--- src/rtl/pcie_us_msix_arb_pkg.sv ---
// Shared types and helpers for the MSI-X interrupt arbiter.
//   arb_type_e : arbitration policy selector for the arbiter sub-module
//   cnt_width  : width needed to hold 0..max_val (never less than 1 bit)
package pcie_us_msix_arb_pkg;

  typedef enum logic [0:0] {
    ARB_TYPE_PRIORITY    = 1'b0,
    ARB_TYPE_ROUND_ROBIN = 1'b1
  } arb_type_e;

  function automatic int cnt_width(input int max_val);
    return (max_val < 1) ? 1 : $clog2(max_val + 1);
  endfunction

endpackage

--- src/rtl/pcie_us_msix_arb_arbiter.sv ---
// Request arbiter with block-driven acknowledge.
//   clk, rst          : clock, synchronous active-high reset
//   request           : one bit per requester
//   acknowledge       : the current grant was consumed; advances round-robin state
//   grant             : one-hot combinational grant
//   grant_valid       : at least one request present
//   grant_encoded     : index of the granted requester
// Round-robin keeps a mask of the requesters that still have priority over
// the fallback scan; an empty masked set falls back to plain fixed priority,
// which is what makes the pointer wrap.
module pcie_us_msix_arb_arbiter
  import pcie_us_msix_arb_pkg::*;
#(
  parameter int        PORTS             = 8,
  parameter arb_type_e ARB_TYPE          = ARB_TYPE_ROUND_ROBIN,
  parameter bit        LSB_HIGH_PRIORITY = 1'b1,
  localparam int       IDX_W             = (PORTS > 1) ? $clog2(PORTS) : 1
) (
  input  logic             clk,
  input  logic             rst,
  input  logic [PORTS-1:0] request,
  input  logic             acknowledge,
  output logic [PORTS-1:0] grant,
  output logic             grant_valid,
  output logic [IDX_W-1:0] grant_encoded
);

  logic [PORTS-1:0] rr_mask_q, rr_mask_d;
  logic [PORTS-1:0] masked_req, sel_req;
  logic [PORTS-1:0] ack_mask;

  // Mask that would apply after acknowledging the current grant: only the
  // requesters "after" the winner keep precedence.
  genvar gi;
  generate
    for (gi = 0; gi < PORTS; gi++) begin : g_ack_mask
      if (LSB_HIGH_PRIORITY) begin : g_lsb
        assign ack_mask[gi] = IDX_W'(gi) > grant_encoded;
      end else begin : g_msb
        assign ack_mask[gi] = IDX_W'(gi) < grant_encoded;
      end
    end
  endgenerate

  always_comb begin
    masked_req    = request & rr_mask_q;
    sel_req       = request;
    grant_valid   = 1'b0;
    grant_encoded = '0;
    if (ARB_TYPE == ARB_TYPE_ROUND_ROBIN && |masked_req) begin
      sel_req = masked_req;
    end
    // Scan from the lowest-priority end so the highest-priority hit wins last.
    for (int k = 0; k < PORTS; k++) begin
      if (sel_req[LSB_HIGH_PRIORITY ? (PORTS - 1 - k) : k]) begin
        grant_valid   = 1'b1;
        grant_encoded = IDX_W'(LSB_HIGH_PRIORITY ? (PORTS - 1 - k) : k);
      end
    end
    grant = '0;
    if (grant_valid) begin
      grant[grant_encoded] = 1'b1;
    end
  end

  always_comb begin
    rr_mask_d = rr_mask_q;
    if (acknowledge && grant_valid) begin
      rr_mask_d = ack_mask;
    end
  end

  always_ff @(posedge clk) begin
    if (rst) begin
      rr_mask_q <= '1;
    end else begin
      rr_mask_q <= rr_mask_d;
    end
  end

endmodule

--- src/rtl/pcie_us_msix_arb.sv ---
// MSI-X interrupt arbiter for the UltraScale PCIe configuration interrupt port.
//   clk, rst                     : clock, synchronous active-high reset
//   s_irq_addr/data/valid/ready  : per-channel MSI-X message requests
//   cfg_interrupt_msix_enable/mask : core MSI-X state (bit 0 used)
//   cfg_interrupt_msix_address/data/int : message issued to the core
//   cfg_interrupt_msix_sent/fail : completion status from the core
//   cfg_interrupt_msi_function_number : constant FUNC_NUM
//   stat_drop                    : one-cycle pulse when a channel's message is dropped
//   stat_busy                    : a message is in flight
// One message is in flight at a time: it is issued, waited on, retried after
// a backoff on fail/timeout, and dropped once the retry budget is exhausted.
module pcie_us_msix_arb
  import pcie_us_msix_arb_pkg::*;
#(
  parameter int         IRQ_CHANNELS = 8,
  parameter int         RETRY_LIMIT  = 3,
  parameter int         RETRY_DELAY  = 64,
  parameter int         WAIT_TIMEOUT = 1024,
  parameter logic [7:0] FUNC_NUM     = 8'd0
) (
  input  logic                       clk,
  input  logic                       rst,
  input  logic [IRQ_CHANNELS*64-1:0] s_irq_addr,
  input  logic [IRQ_CHANNELS*32-1:0] s_irq_data,
  input  logic [IRQ_CHANNELS-1:0]    s_irq_valid,
  output logic [IRQ_CHANNELS-1:0]    s_irq_ready,
  input  logic [3:0]                 cfg_interrupt_msix_enable,
  input  logic [3:0]                 cfg_interrupt_msix_mask,
  output logic [63:0]                cfg_interrupt_msix_address,
  output logic [31:0]                cfg_interrupt_msix_data,
  output logic                       cfg_interrupt_msix_int,
  output logic [7:0]                 cfg_interrupt_msi_function_number,
  input  logic                       cfg_interrupt_msix_sent,
  input  logic                       cfg_interrupt_msix_fail,
  output logic [IRQ_CHANNELS-1:0]    stat_drop,
  output logic                       stat_busy
);

  localparam int CH_W    = (IRQ_CHANNELS > 1) ? $clog2(IRQ_CHANNELS) : 1;
  localparam int RETRY_W = cnt_width(RETRY_LIMIT);
  localparam int TMO_W   = cnt_width(WAIT_TIMEOUT);
  localparam int DLY_W   = cnt_width(RETRY_DELAY);

  typedef enum logic [1:0] {ST_IDLE, ST_ISSUE, ST_WAIT, ST_BACKOFF} state_e;

  state_e                  state_q, state_d;
  logic [63:0]             addr_q, addr_d;
  logic [31:0]             data_q, data_d;
  logic [CH_W-1:0]         chan_q, chan_d;
  logic [RETRY_W-1:0]      retry_q, retry_d;
  logic [TMO_W-1:0]        tmo_q, tmo_d;
  logic [DLY_W-1:0]        dly_q, dly_d;
  logic [IRQ_CHANNELS-1:0] drop_q, drop_d;

  logic [IRQ_CHANNELS-1:0] grant;
  logic                    grant_valid;
  logic [CH_W-1:0]         grant_idx;
  logic                    irq_enabled;
  logic                    accept;
  logic                    dly_done;
  logic                    unused_cfg;

  assign irq_enabled = cfg_interrupt_msix_enable[0] && !cfg_interrupt_msix_mask[0];
  // Gating with rst keeps ready low while reset is held even though the
  // state register already reads IDLE.
  assign accept      = (state_q == ST_IDLE) && irq_enabled && grant_valid && !rst;
  assign s_irq_ready = accept ? grant : '0;
  assign dly_done    = ({1'b0, dly_q} + 1'b1) >= (DLY_W + 1)'(RETRY_DELAY);
  assign unused_cfg  = ^{cfg_interrupt_msix_enable[3:1], cfg_interrupt_msix_mask[3:1]};

  pcie_us_msix_arb_arbiter #(
    .PORTS            (IRQ_CHANNELS),
    .ARB_TYPE         (ARB_TYPE_ROUND_ROBIN),
    .LSB_HIGH_PRIORITY(1'b1)
  ) u_arbiter (
    .clk          (clk),
    .rst          (rst),
    .request      (s_irq_valid),
    .acknowledge  (accept),
    .grant        (grant),
    .grant_valid  (grant_valid),
    .grant_encoded(grant_idx)
  );

  always_comb begin
    state_d = state_q;
    addr_d  = addr_q;
    data_d  = data_q;
    chan_d  = chan_q;
    retry_d = retry_q;
    tmo_d   = tmo_q;
    dly_d   = dly_q;
    drop_d  = '0;
    case (state_q)
      ST_IDLE: begin
        if (accept) begin
          state_d = ST_ISSUE;
          addr_d  = s_irq_addr[int'(grant_idx)*64 +: 64];
          data_d  = s_irq_data[int'(grant_idx)*32 +: 32];
          chan_d  = grant_idx;
          retry_d = '0;
        end
      end
      ST_ISSUE: begin
        state_d = ST_WAIT;
        tmo_d   = '0;
      end
      ST_WAIT: begin
        // Sent has precedence, so sent+fail together completes the message.
        if (cfg_interrupt_msix_sent) begin
          state_d = ST_IDLE;
        end else if (cfg_interrupt_msix_fail || tmo_q == TMO_W'(WAIT_TIMEOUT)) begin
          if (retry_q < RETRY_W'(RETRY_LIMIT)) begin
            state_d = ST_BACKOFF;
            retry_d = retry_q + 1'b1;
            dly_d   = '0;
          end else begin
            state_d        = ST_IDLE;
            drop_d[chan_q] = 1'b1;
          end
        end else begin
          tmo_d = tmo_q + 1'b1;
        end
      end
      ST_BACKOFF: begin
        // Once the delay has elapsed the counter parks; the request is held
        // until the core re-enables/unmasks MSI-X.
        if (dly_done) begin
          if (irq_enabled) begin
            state_d = ST_ISSUE;
          end
        end else begin
          dly_d = dly_q + 1'b1;
        end
      end
      default: state_d = ST_IDLE;
    endcase
  end

  always_ff @(posedge clk) begin
    if (rst) begin
      state_q <= ST_IDLE;
      addr_q  <= '0;
      data_q  <= '0;
      chan_q  <= '0;
      retry_q <= '0;
      tmo_q   <= '0;
      dly_q   <= '0;
      drop_q  <= '0;
    end else begin
      state_q <= state_d;
      addr_q  <= addr_d;
      data_q  <= data_d;
      chan_q  <= chan_d;
      retry_q <= retry_d;
      tmo_q   <= tmo_d;
      dly_q   <= dly_d;
      drop_q  <= drop_d;
    end
  end

  assign cfg_interrupt_msix_address        = addr_q;
  assign cfg_interrupt_msix_data           = data_q;
  assign cfg_interrupt_msix_int            = (state_q == ST_ISSUE);
  assign cfg_interrupt_msi_function_number = FUNC_NUM;
  assign stat_drop                         = drop_q;
  assign stat_busy                         = (state_q != ST_IDLE);

endmodule

--- config.mk ---
export PLATFORM = sky130hd
export DESIGN_NAME = pcie_us_msix_arb
export DESIGN_NICKNAME = d
export VERILOG_FILES = /design/src/rtl/pcie_us_msix_arb_pkg.sv /design/src/rtl/pcie_us_msix_arb_arbiter.sv /design/src/rtl/pcie_us_msix_arb.sv
export SDC_FILE = /design/constraint.sdc
export NUM_CORES = 1
export LEC_CHECK = 0
export CORE_AREA = 2 2 359 361
export DETAILED_ROUTE_END_ITERATION = 10
export DIE_AREA = 0 0 361 363
export MAX_ROUTING_LAYER = met4
export PLACE_DENSITY = 0.35
export SLEW_MARGIN = 20
export SYNTH_ARGS = -nofsm -noshare
export SYNTH_HDL_FRONTEND = slang
export SYNTH_SLANG_ARGS = --single-unit
export TNS_END_PERCENT = 20
--- constraint.sdc ---
create_clock -name clk -period 3.25 [get_ports clk]
set_input_delay 0.4875 -clock clk [delete_from_list [all_inputs] [get_ports clk]]
set_output_delay 0.4875 -clock clk [all_outputs]
set_load 0.02 [all_outputs]
==> out/metrics.yaml <==
dpl.hpwl_um: 91200
layout-drive-gt1-share_pct: 15.8
wl_per_cell_um: 26.8
max_clock_freq_mhz: 307
num_vias: 16000
hold_ws_ns: 0.471
finalCritPeriodShare_pct: 100
routed_via_density: 3.88
synth_edf_count: 0
wl_um: 110000
ant_nets: 0
gp_congestion: 0.866
worstPathRequired_ns: 2.76
synth_top_flop_cell: "dfxtp_1"
maxCapViolCount: 0
async_reset_ff_share_pct: 0
worst_pin_slew_ns: 0.736
period_needed_ns: 3.26
place_ws_ns: -0.980
cts_buffer_depth: 2
hold_viol_final: 0
maxSlewViolCount: 0
max_slew_margin_pct: 50.9
design.die.area_sq_um: 131000
regArea_sq_um: 2750
synthTopCellsByCount: "nand2_1, dfxtp_1, clkbuf_1, a222oi_1, nand3_1"
fp.dieH_um: 363
ys_seq_area_share_pct: 26.5
netlist_area_sq_um: 10400
fp.dieW_um: 361
yosysWarnings: 0
cts_tree: "built"
setup_violations: 1
cp_max_fo: 4
final_nets: 3205
grt_pass1_wl_um: 143000
clock-root-buffer: "clkbuf_16"
ys_seq_elements: 137
grtUsageTotal_pct: 16.6
grt_antenna_before_repair: 49
crit_path_end_kind: "primary output"
drtPass1Iterations: 10
clock_skew_ns: 0.0131
syn_inst: 1385
hp-class: "flip-flop to flip-flop"
area.growth.synth_to_final_pct: 131
first_global_vias: 16500
violations: "negative setup slack"
h-tree-depth: 4
synth.area.top_cells: "dfxtp_1, nand2_1, a222oi_1, o22a_1, a2111oi_0"
start_util_pct: 8.15
cp.arrival_ns: 2.77
num_rows: 131
synthDistinctLibCells: 71
layout_setup_ws_ns: -0.00958
io_buffers: 895
drt_iter0_drc: 1113
synth_top_area_cell: "dfxtp_1"
p_per_area_nw_per_um2: 299
rsz0062_at_grt: "true"
cts_buffers: 17
nFillCells: 14300
synthMostInstantiatedCell: "nand2_1"
clk_latency_ns: 0.53
critPathLaunchType: "primary input"
overflow: 0
power.leakage_uw: 0.00844
drc: 0
synth_top_area_share_pct: 26.5
ios: 910
core_sq_um: 127000
cts_sinks: 137
avgSynthCellArea_sq_um: 7.48
cts.clk_slew.worst_paths_ns: 0.07
path_class: "primary input to primary output"
multiInputGateArea_sq_um: 7050
peakVddDrop_v: 0.000416
status: "finished with violations"
grt_max_degree: 51
==> sequential cells by signal (all words and copies together), names as in the netlist <==
signal                      cells
cfg_interrupt_msix_address     64
cfg_interrupt_msix_data        32
tmo_q                          11
stat_drop                       8
u_arbiter.rr_mask_q             8
dly_q                           7
chan_q                          3
retry_q                         2
state_q                         2
==> final cells by class <==
type | count | area share [%]
Inverter | 57 | 0.895
Tap cell | 1662 | 8.70
Antenna cell | 29 | 0.304
Clock buffer | 19 | 1.85
Sequential cell | 137 | 11.5
Timing Repair Buffer | 1140 | 46.9
Clock inverter | 12 | 0.387
Multi-Input combinational cell | 1056 | 29.5
==> repair_timing <==
item | CTS | global route
setup buffers | 17 | 2
hold buffers | 0 | 0
endpoints found under the setup margin | 57 | 73
pin swaps | 13 | 7
gates cloned | 2 | 0
gates resized for setup | 59 | 14
==> placed cells by master, fill, tap and decap left out, drive strengths merged, types with 19 or more instances in the layout <==
cell type	instances
a222oi	78
dfxtp	137
nor3	28
nand3	66
nand2b	22
a2111oi	55
and3	21
o311ai	19
o22ai	21
diode	29
buf	247
a21boi	19
nor2	37
a31oi	64
nand2	322
inv	61
o22a	59
a31o	59
clkdlybuf4s50	879
clkbuf	19
==> layer usage <==
metal	global-route usage (%)	share of wire [%]	up-vias
met5	-	0	-
met4	4.50	1.6	0
met3	5.86	8.3	86
met2	27.1	48	695
met1	19.3	42	7773
li1	-	-	7410
==> kinds of logic (layout without fill, tap and decap cells) <==
| logic type | Yosys count | after routing | share of synthesized area [%] |
|---|---|---|---|
| AO/OA/AOI/OAI | 476 | 476 | 39.0 |
| XOR/XNOR | 8 | 8 | 0.677 |
| adder cells (fa/ha/maj) | 8 | 8 | 0.966 |
| buffers and inverters | 199 | 1228 | 8.09 |
| flip-flops | 137 | 137 | 26.5 |
| multiplexers | 19 | 19 | 1.86 |
| other | 1 | 37 | 0.0362 |
| AND/OR/NAND/NOR | 537 | 537 | 22.9 |
==> worst paths after layout <==
check / startpoint / end / slack [ns] / depth (start not counted)
setup / recovery: s_irq_valid[0] / s_irq_ready[4] / -0.01 / 12
setup reg to reg: u_arbiter.rr_mask_q[4] / cfg_interrupt_msix_data[27] / 0.11 / 9
hold reg to reg: dly_q[5] / dly_q[5] / 0.47 / 2
hold / removal: dly_q[5] / dly_q[5] / 0.47 / 2
==> worst max-delay path: stages <==
cell and delay [ns]:
clkdlybuf4s50_1 0.52, a22oi_2 0.10, buf_4 0.16, a41o_4 0.23, buf_4 0.14, o2bb2ai_2 0.13
buf_4 0.14, nor3_2 0.09, buf_4 0.15, nand2_1 0.10, nor2b_2 0.21, clkdlybuf4s15_2 0.31
==> report_power, final <==
group | switching [uW] | leakage (uW) | internal (uW)
sequential | 77.1 | 0.00111 | 1790
clock | 1020 | 0.000253 | 995
combinational | 1530 | 0.00708 | 1740
total | 2630 | 0.00844 | 4530
==> stage by stage <==
step | setup TNS, ns | utilization, % | instances | area (sq um) | total power [uW]
final | -0.00958 | 18.8 | 4112 | 23900 | 7150
after CTS | -0.0358 | 18.7 | 4081 | 23800 | 7370
after global routing | -0.265 | 18.8 | 4110 | 23900 | 7530
after global placement | -82.86 | 18.0 | 4031 | 22900 | 5120
after detailed placement | -65.14 | 18.1 | 4031 | 22900 | 5110
after floorplan | 0 | - | 1392 | 10400 | 2920
Note: power is estimated with default switching activity, not from simulation.
